[config.mk]
export PLATFORM = sky130hd
export DESIGN_NAME = ui_input_conditioner
export DESIGN_NICKNAME = d
export VERILOG_FILES = /design/src/rtl/ui_input_defs.sv /design/src/rtl/debounce_bit.sv /design/src/rtl/ui_input_conditioner.sv
export SDC_FILE = /design/constraint.sdc
export NUM_CORES = 1
export LEC_CHECK = 0
export BUFFER_PORTS_ARGS = -buffer_cell sky130_fd_sc_hd__buf_4
export CELL_PAD_IN_SITES_DETAIL_PLACEMENT = 1
export CELL_PAD_IN_SITES_GLOBAL_PLACEMENT = 2
export CORE_ASPECT_RATIO = 0.5
export CORE_UTILIZATION = 41
export DETAILED_ROUTE_END_ITERATION = 10
export MAX_ROUTING_LAYER = met4
export PLACE_DENSITY = 0.87
export SYNTH_ARGS = -nofsm -noshare
export SYNTH_HDL_FRONTEND = slang
export SYNTH_SLANG_ARGS = --single-unit
[constraint.sdc]
create_clock -name clk -period 5.5 [get_ports clk]
set_input_delay 1.1 -clock clk [delete_from_list [all_inputs] [get_ports clk]]
set_output_delay 1.1 -clock clk [all_outputs]
set_load 0.05 [all_outputs]
[src/rtl/ui_input_defs.sv]
// Shared constants for the UI input conditioner read path.
// Latency: n/a (constants only).
// Backpressure: n/a.
package ui_input_defs;

  // Read-select encodings presented on rdSel
  localparam logic [1:0] RDSEL_KEYLVL  = 2'd0;
  localparam logic [1:0] RDSEL_SWLVL   = 2'd1;
  localparam logic [1:0] RDSEL_KEYSTAT = 2'd2;
  localparam logic [1:0] RDSEL_RSVD    = 2'd3;

  // Bit positions inside the key-status word
  localparam int KEYSTAT_PEND_LSB = 0;
  localparam int KEYSTAT_OVR_LSB  = 16;

endpackage

[src/rtl/debounce_bit.sv]
// One input bit: 2-flop synchronizer, optional inversion, stability-count debounce.
// Latency: new raw level reaches 'level' 2+DEBOUNCE_CYCLES edges after first sampled.
// Backpressure: none; free-running, 'rise' is a one-cycle pre-edge strobe.
module debounce_bit #(
  parameter int DEBOUNCE_CYCLES = 500000,
  parameter int CNT_BITS        = $clog2(DEBOUNCE_CYCLES + 1),
  parameter bit RESET_VAL       = 1'b0,
  parameter bit INVERT          = 1'b0
) (
  input  logic clk,
  input  logic reset,
  input  logic raw,
  output logic level,
  output logic rise
);

  localparam logic [CNT_BITS-1:0] CNT_LAST = CNT_BITS'(DEBOUNCE_CYCLES - 1);

  logic                sync1;
  logic                sync2;
  logic                sync_val;
  logic                settle;
  logic [CNT_BITS-1:0] cnt;

  // Two-stage synchronizer; reset to the pin's idle level so no spurious event
  always_ff @(posedge clk) begin
    if (reset) begin
      sync1 <= RESET_VAL;
      sync2 <= RESET_VAL;
    end else begin
      sync1 <= raw;
      sync2 <= sync1;
    end
  end

  assign sync_val = sync2 ^ INVERT;

  // Level flips on the edge where the disagreement has lasted DEBOUNCE_CYCLES cycles
  assign settle = (sync_val != level) && (cnt == CNT_LAST);
  assign rise   = settle & sync_val;

  // Counter restarts whenever the synchronized input agrees with the accepted level
  always_ff @(posedge clk) begin
    if (reset) begin
      cnt   <= '0;
      level <= 1'b0;
    end else if (sync_val == level) begin
      cnt <= '0;
    end else if (settle) begin
      level <= sync_val;
      cnt   <= '0;
    end else begin
      cnt <= cnt + CNT_BITS'(1);
    end
  end

endmodule

[src/rtl/ui_input_conditioner.sv]
// Debounced KEY/SW levels with sticky, read-to-clear key press and overrun flags.
// Latency: levels/flags registered, 2+DEBOUNCE_CYCLES edges from pin; rdData combinational.
// Backpressure: none; a key-status read clears flags on the strobe edge.
module ui_input_conditioner
  import ui_input_defs::*;
#(
  parameter int DBITS           = 32,
  parameter int NKEYS           = 4,
  parameter int NSW             = 10,
  parameter int DEBOUNCE_CYCLES = 500000,
  parameter int CNT_BITS        = $clog2(DEBOUNCE_CYCLES + 1)
) (
  input  logic             clk,
  input  logic             reset,
  input  logic [NKEYS-1:0] keyRaw,
  input  logic [NSW-1:0]   swRaw,
  input  logic             rdEn,
  input  logic [1:0]       rdSel,
  output logic [DBITS-1:0] rdData,
  output logic [NKEYS-1:0] keyLevel,
  output logic [NSW-1:0]   swLevel,
  output logic [NKEYS-1:0] keyPending,
  output logic             keyIrq
);

  logic [NKEYS-1:0] key_rise;
  logic [NSW-1:0]   sw_rise_unused;
  logic [NKEYS-1:0] pending;
  logic [NKEYS-1:0] overrun;
  logic             status_clr;

  genvar gi;
  generate
    for (gi = 0; gi < NKEYS; gi++) begin : g_key
      debounce_bit #(
        .DEBOUNCE_CYCLES(DEBOUNCE_CYCLES),
        .CNT_BITS       (CNT_BITS),
        .RESET_VAL      (1'b1),
        .INVERT         (1'b1)
      ) u_deb (
        .clk  (clk),
        .reset(reset),
        .raw  (keyRaw[gi]),
        .level(keyLevel[gi]),
        .rise (key_rise[gi])
      );
    end
    for (gi = 0; gi < NSW; gi++) begin : g_sw
      debounce_bit #(
        .DEBOUNCE_CYCLES(DEBOUNCE_CYCLES),
        .CNT_BITS       (CNT_BITS),
        .RESET_VAL      (1'b0),
        .INVERT         (1'b0)
      ) u_deb (
        .clk  (clk),
        .reset(reset),
        .raw  (swRaw[gi]),
        .level(swLevel[gi]),
        .rise (sw_rise_unused[gi])
      );
    end
  endgenerate

  assign status_clr = rdEn && (rdSel == RDSEL_KEYSTAT);

  // Sticky press flags; a press coinciding with the clearing read survives as a fresh event
  always_ff @(posedge clk) begin
    if (reset) begin
      pending <= '0;
      overrun <= '0;
    end else if (status_clr) begin
      pending <= key_rise;
      overrun <= '0;
    end else begin
      pending <= pending | key_rise;
      overrun <= overrun | (pending & key_rise);
    end
  end

  assign keyPending = pending;
  assign keyIrq     = |pending;

  // Read mux shows pre-clear status during the clearing cycle
  always_comb begin
    rdData = '0;
    case (rdSel)
      RDSEL_KEYLVL:  rdData[NKEYS-1:0] = keyLevel;
      RDSEL_SWLVL:   rdData[NSW-1:0]   = swLevel;
      RDSEL_KEYSTAT: begin
        rdData[KEYSTAT_PEND_LSB +: NKEYS] = pending;
        rdData[KEYSTAT_OVR_LSB  +: NKEYS] = overrun;
      end
      RDSEL_RSVD:    rdData = '0;
    endcase
  end

endmodule

==> results.toml <==
[outcome]
outcome = "completed"

[place]
gp_congestion = 0.8187
dp_hpwl_um = 23070
placedCellCount = 2052
io_buffers = 51
place_area_mm2 = 0.01467

[cells_and_area]
fillers = 3911
stdcell_area_mm2 = 0.01564
fin_util_pct = 46.81
antennaDiodeCount = 0
fin_cells = 2103
drive_above_1_share_pct = 8.243
synthToLayoutAreaGrowth_pct = 11.18
fin_nets = 1676

[logic_synthesis]
synth_area_leaders = "dfxtp_1 45%, xor2_1 6.3%, nor2_1 5.7%"
synth.largest_area_cell = "dfxtp_1"
synth_cell_types = 61
netlist.area_leader.share_pct = 44.99
yosysWarningCount = 0
avgSynthCellArea_um2 = 8.707
syn_inst = 1615
ys_seq_area_share_pct = 44.99
ys_seq_elements = 316
synth-edff-count = 0
synthArstFlopShare_pct = 0
synth_flop_cell = "dfxtp_1"
syn_area_mm2 = 0.01406

[power_and_ir_drop]
powerDensity_mw_per_mm2 = 283.9
p_leak_nw = 4.852
p_total_mw = 4.439
ir_worst_vdd_mv = 0.2238

[cts]
root_buffer = "clkbuf_16"
postCtsSetupBuffers = 0
htree_num_levels = 1
clock_path_buffers = 3
cts_buffers = 30
tritoncts = "built"
cts.sinks = 316
clk_pin_slew_ns = 0.06
cts_resized = 0
clk_latency_ns = 0.57
ctsHoldBuffers = 0

[job]
maxCapViolations = 0

[routing]
post_drt_wl_per_cell_um = 15.61
num_vias = 11503
remaining_drc_errors = 0
postRouteAntennaNets = 0
dr.first_iter.drc_count = 425
drt_pre_antenna_iters = 4
drt_wl_total_um = 32840
routed_via_density = 5.470

[floorplan]
rows = 47
die_w_um = 263.9
ios = 70
die_h_um = 133.0
dieArea_mm2 = 0.03509
core_area_mm2 = 0.03340
start_util_pct = 42.10

[sta]
period_minus_slack_ns = 3.580
final.setup.tns_ns = 0
slew_violations = 0
rsz0062_at_grt = "no"
worstMarginPinSlew_ns = 1.296
max_freq_mhz = 279.4
slew_headroom_pct = 13.40
setup_violations = 0
clock-skew-final_ns = 0.02330
min_period_over_period_pct = 65.08
finalHoldViolCount = 0

[setup_path]
worstReg2RegStart = "g_sw[4].u_deb.cnt[0]"
critical_path_class = "primary input to primary output"
r2r_cells = 5
cp_max_fo = 6
cp-end-kind = "primary output"
start_kind = "primary input"
crit_required_ns = 4.40
worstPathArrival_ns = 2.48
r2r_setup_slack_ns = 2.83
r2r_end = "g_sw[4].u_deb.cnt[16]"

[worst_hold_path]
holdPathStages = 1
hold_start = "g_key[0].u_deb.sync1"
worstHoldPathType = "register to register"
holdPathEnd = "g_key[0].u_deb.sync2"

[global_routing]
antenna_found_initial = 0
grt_usage_pct = 19.35
grt_pass1_wl_um = 56280
grt_pass1_vias = 11705
grt_overflow_total = 0
grt_start_max_net_pins = 27
-- critical path: stages --
cell,delay (ns)
buf_4,0.13
nor2b_1,0.80
and2_1,0.24
buf_4,0.20
-- area by class of cell --
class                   instances  area, µm²  area share (%)
multi-input cells            1198       7223           46.20
flip-flops and latches        316       6326           40.46
clock buffers                  49      953.4           6.098
well taps                     441      551.8           3.529
repair buffers                 55      412.9           2.641
inverters                      42      157.7           1.008
clock inverters                 2      10.01         0.06402
-- where the power goes --
part / switching (mW) / internal, mW
Combinational: 0.0673 / 0.0220
Clock: 0.872 / 1.17
Sequential: 0.00749 / 2.30
Total: 0.947 / 3.49
-- synthesized netlist by cell type, drive strengths merged (23+ instances only) --
cell,n
o21ai,58
dfxtp,316
and2,23
xnor2,77
and4,33
buf,39
inv,42
nor2,215
a21oi,87
o31ai,27
xor2,101
nand4,74
or3,57
or4,37
nor4,32
nand2,112
clkbuf,37
nand3,94
-- per-layer routing --
metal | track usage, % | vias to the layer above | part of all wire (%) | wire [µm]
li1 | - | 5710 | - | -
met2 | 33.98 | 85 | 50 | 16400
met3 | 2.885 | 50 | 2.3 | 746
met5 | - | - | 0 | 0
met4 | 4.490 | 0 | 2.1 | 698
met1 | 23.37 | 5658 | 46 | 14990
-- state kept, by name, indices dropped and copies added, names as in the netlist --
| signal | flops |
|---|---|
| g_key.u_deb.cnt | 76 |
| g_sw.u_deb.sync2 | 10 |
| g_key.u_deb.level | 4 |
| g_key.u_deb.sync2 | 4 |
| g_sw.u_deb.level | 10 |
| g_key.u_deb.sync1 | 4 |
| overrun | 4 |
| g_sw.u_deb.cnt | 190 |
| keyPending | 4 |
| g_sw.u_deb.sync1 | 10 |
-- stage by stage --
stage	hold slack (ns)	setup slack (ns)
3_3_place_gp	0.4006	1.941
2_1_floorplan	0.3895	1.858
6_report	0.4106	1.920
4_1_cts	0.4132	1.913
3_5_place_dp	0.4002	1.923
5_1_grt	0.4340	1.910
-- cell families (layout without fill, tap and decap cells) --
family	Yosys count	count (layout)	synth area share, %
mux	4	4	0.2847
other cells	1	18	0.02667
xor+xnor	178	178	11.09
compound gates	201	201	8.515
buf+inv	118	148	4.102
flops	316	316	44.99
fa+ha+maj	14	14	1.246
simple gates	783	783	29.75
-- cell usage in the layout (no fill, tap or decap), drive strengths merged, types with 32 or more instances in the layout --
cell / n
dfxtp: 316
nor2: 215
nand2: 112
xor2: 101
nand3: 94
a21oi: 87
xnor2: 77
nand4: 74
o21ai: 58
or3: 57
buf: 55
clkbuf: 49
inv: 42
or4: 37
and4: 33
nor4: 32
-- worst max path at each step --
| stage | from | endpoint | slack [ns] |
|---|---|---|---|
| 2_1_floorplan | rdSel[0] | rdData[0] | 1.86 |
| 3_3_place_gp | rdSel[0] | rdData[4] | 1.94 |
| 3_5_place_dp | rdSel[0] | rdData[4] | 1.92 |
| 4_1_cts | rdSel[0] | rdData[8] | 1.91 |
| 5_1_grt | rdSel[0] | rdData[8] | 1.91 |
| 6_report | rdSel[0] | rdData[8] | 1.92 |
(Power assumes the default switching activity.)
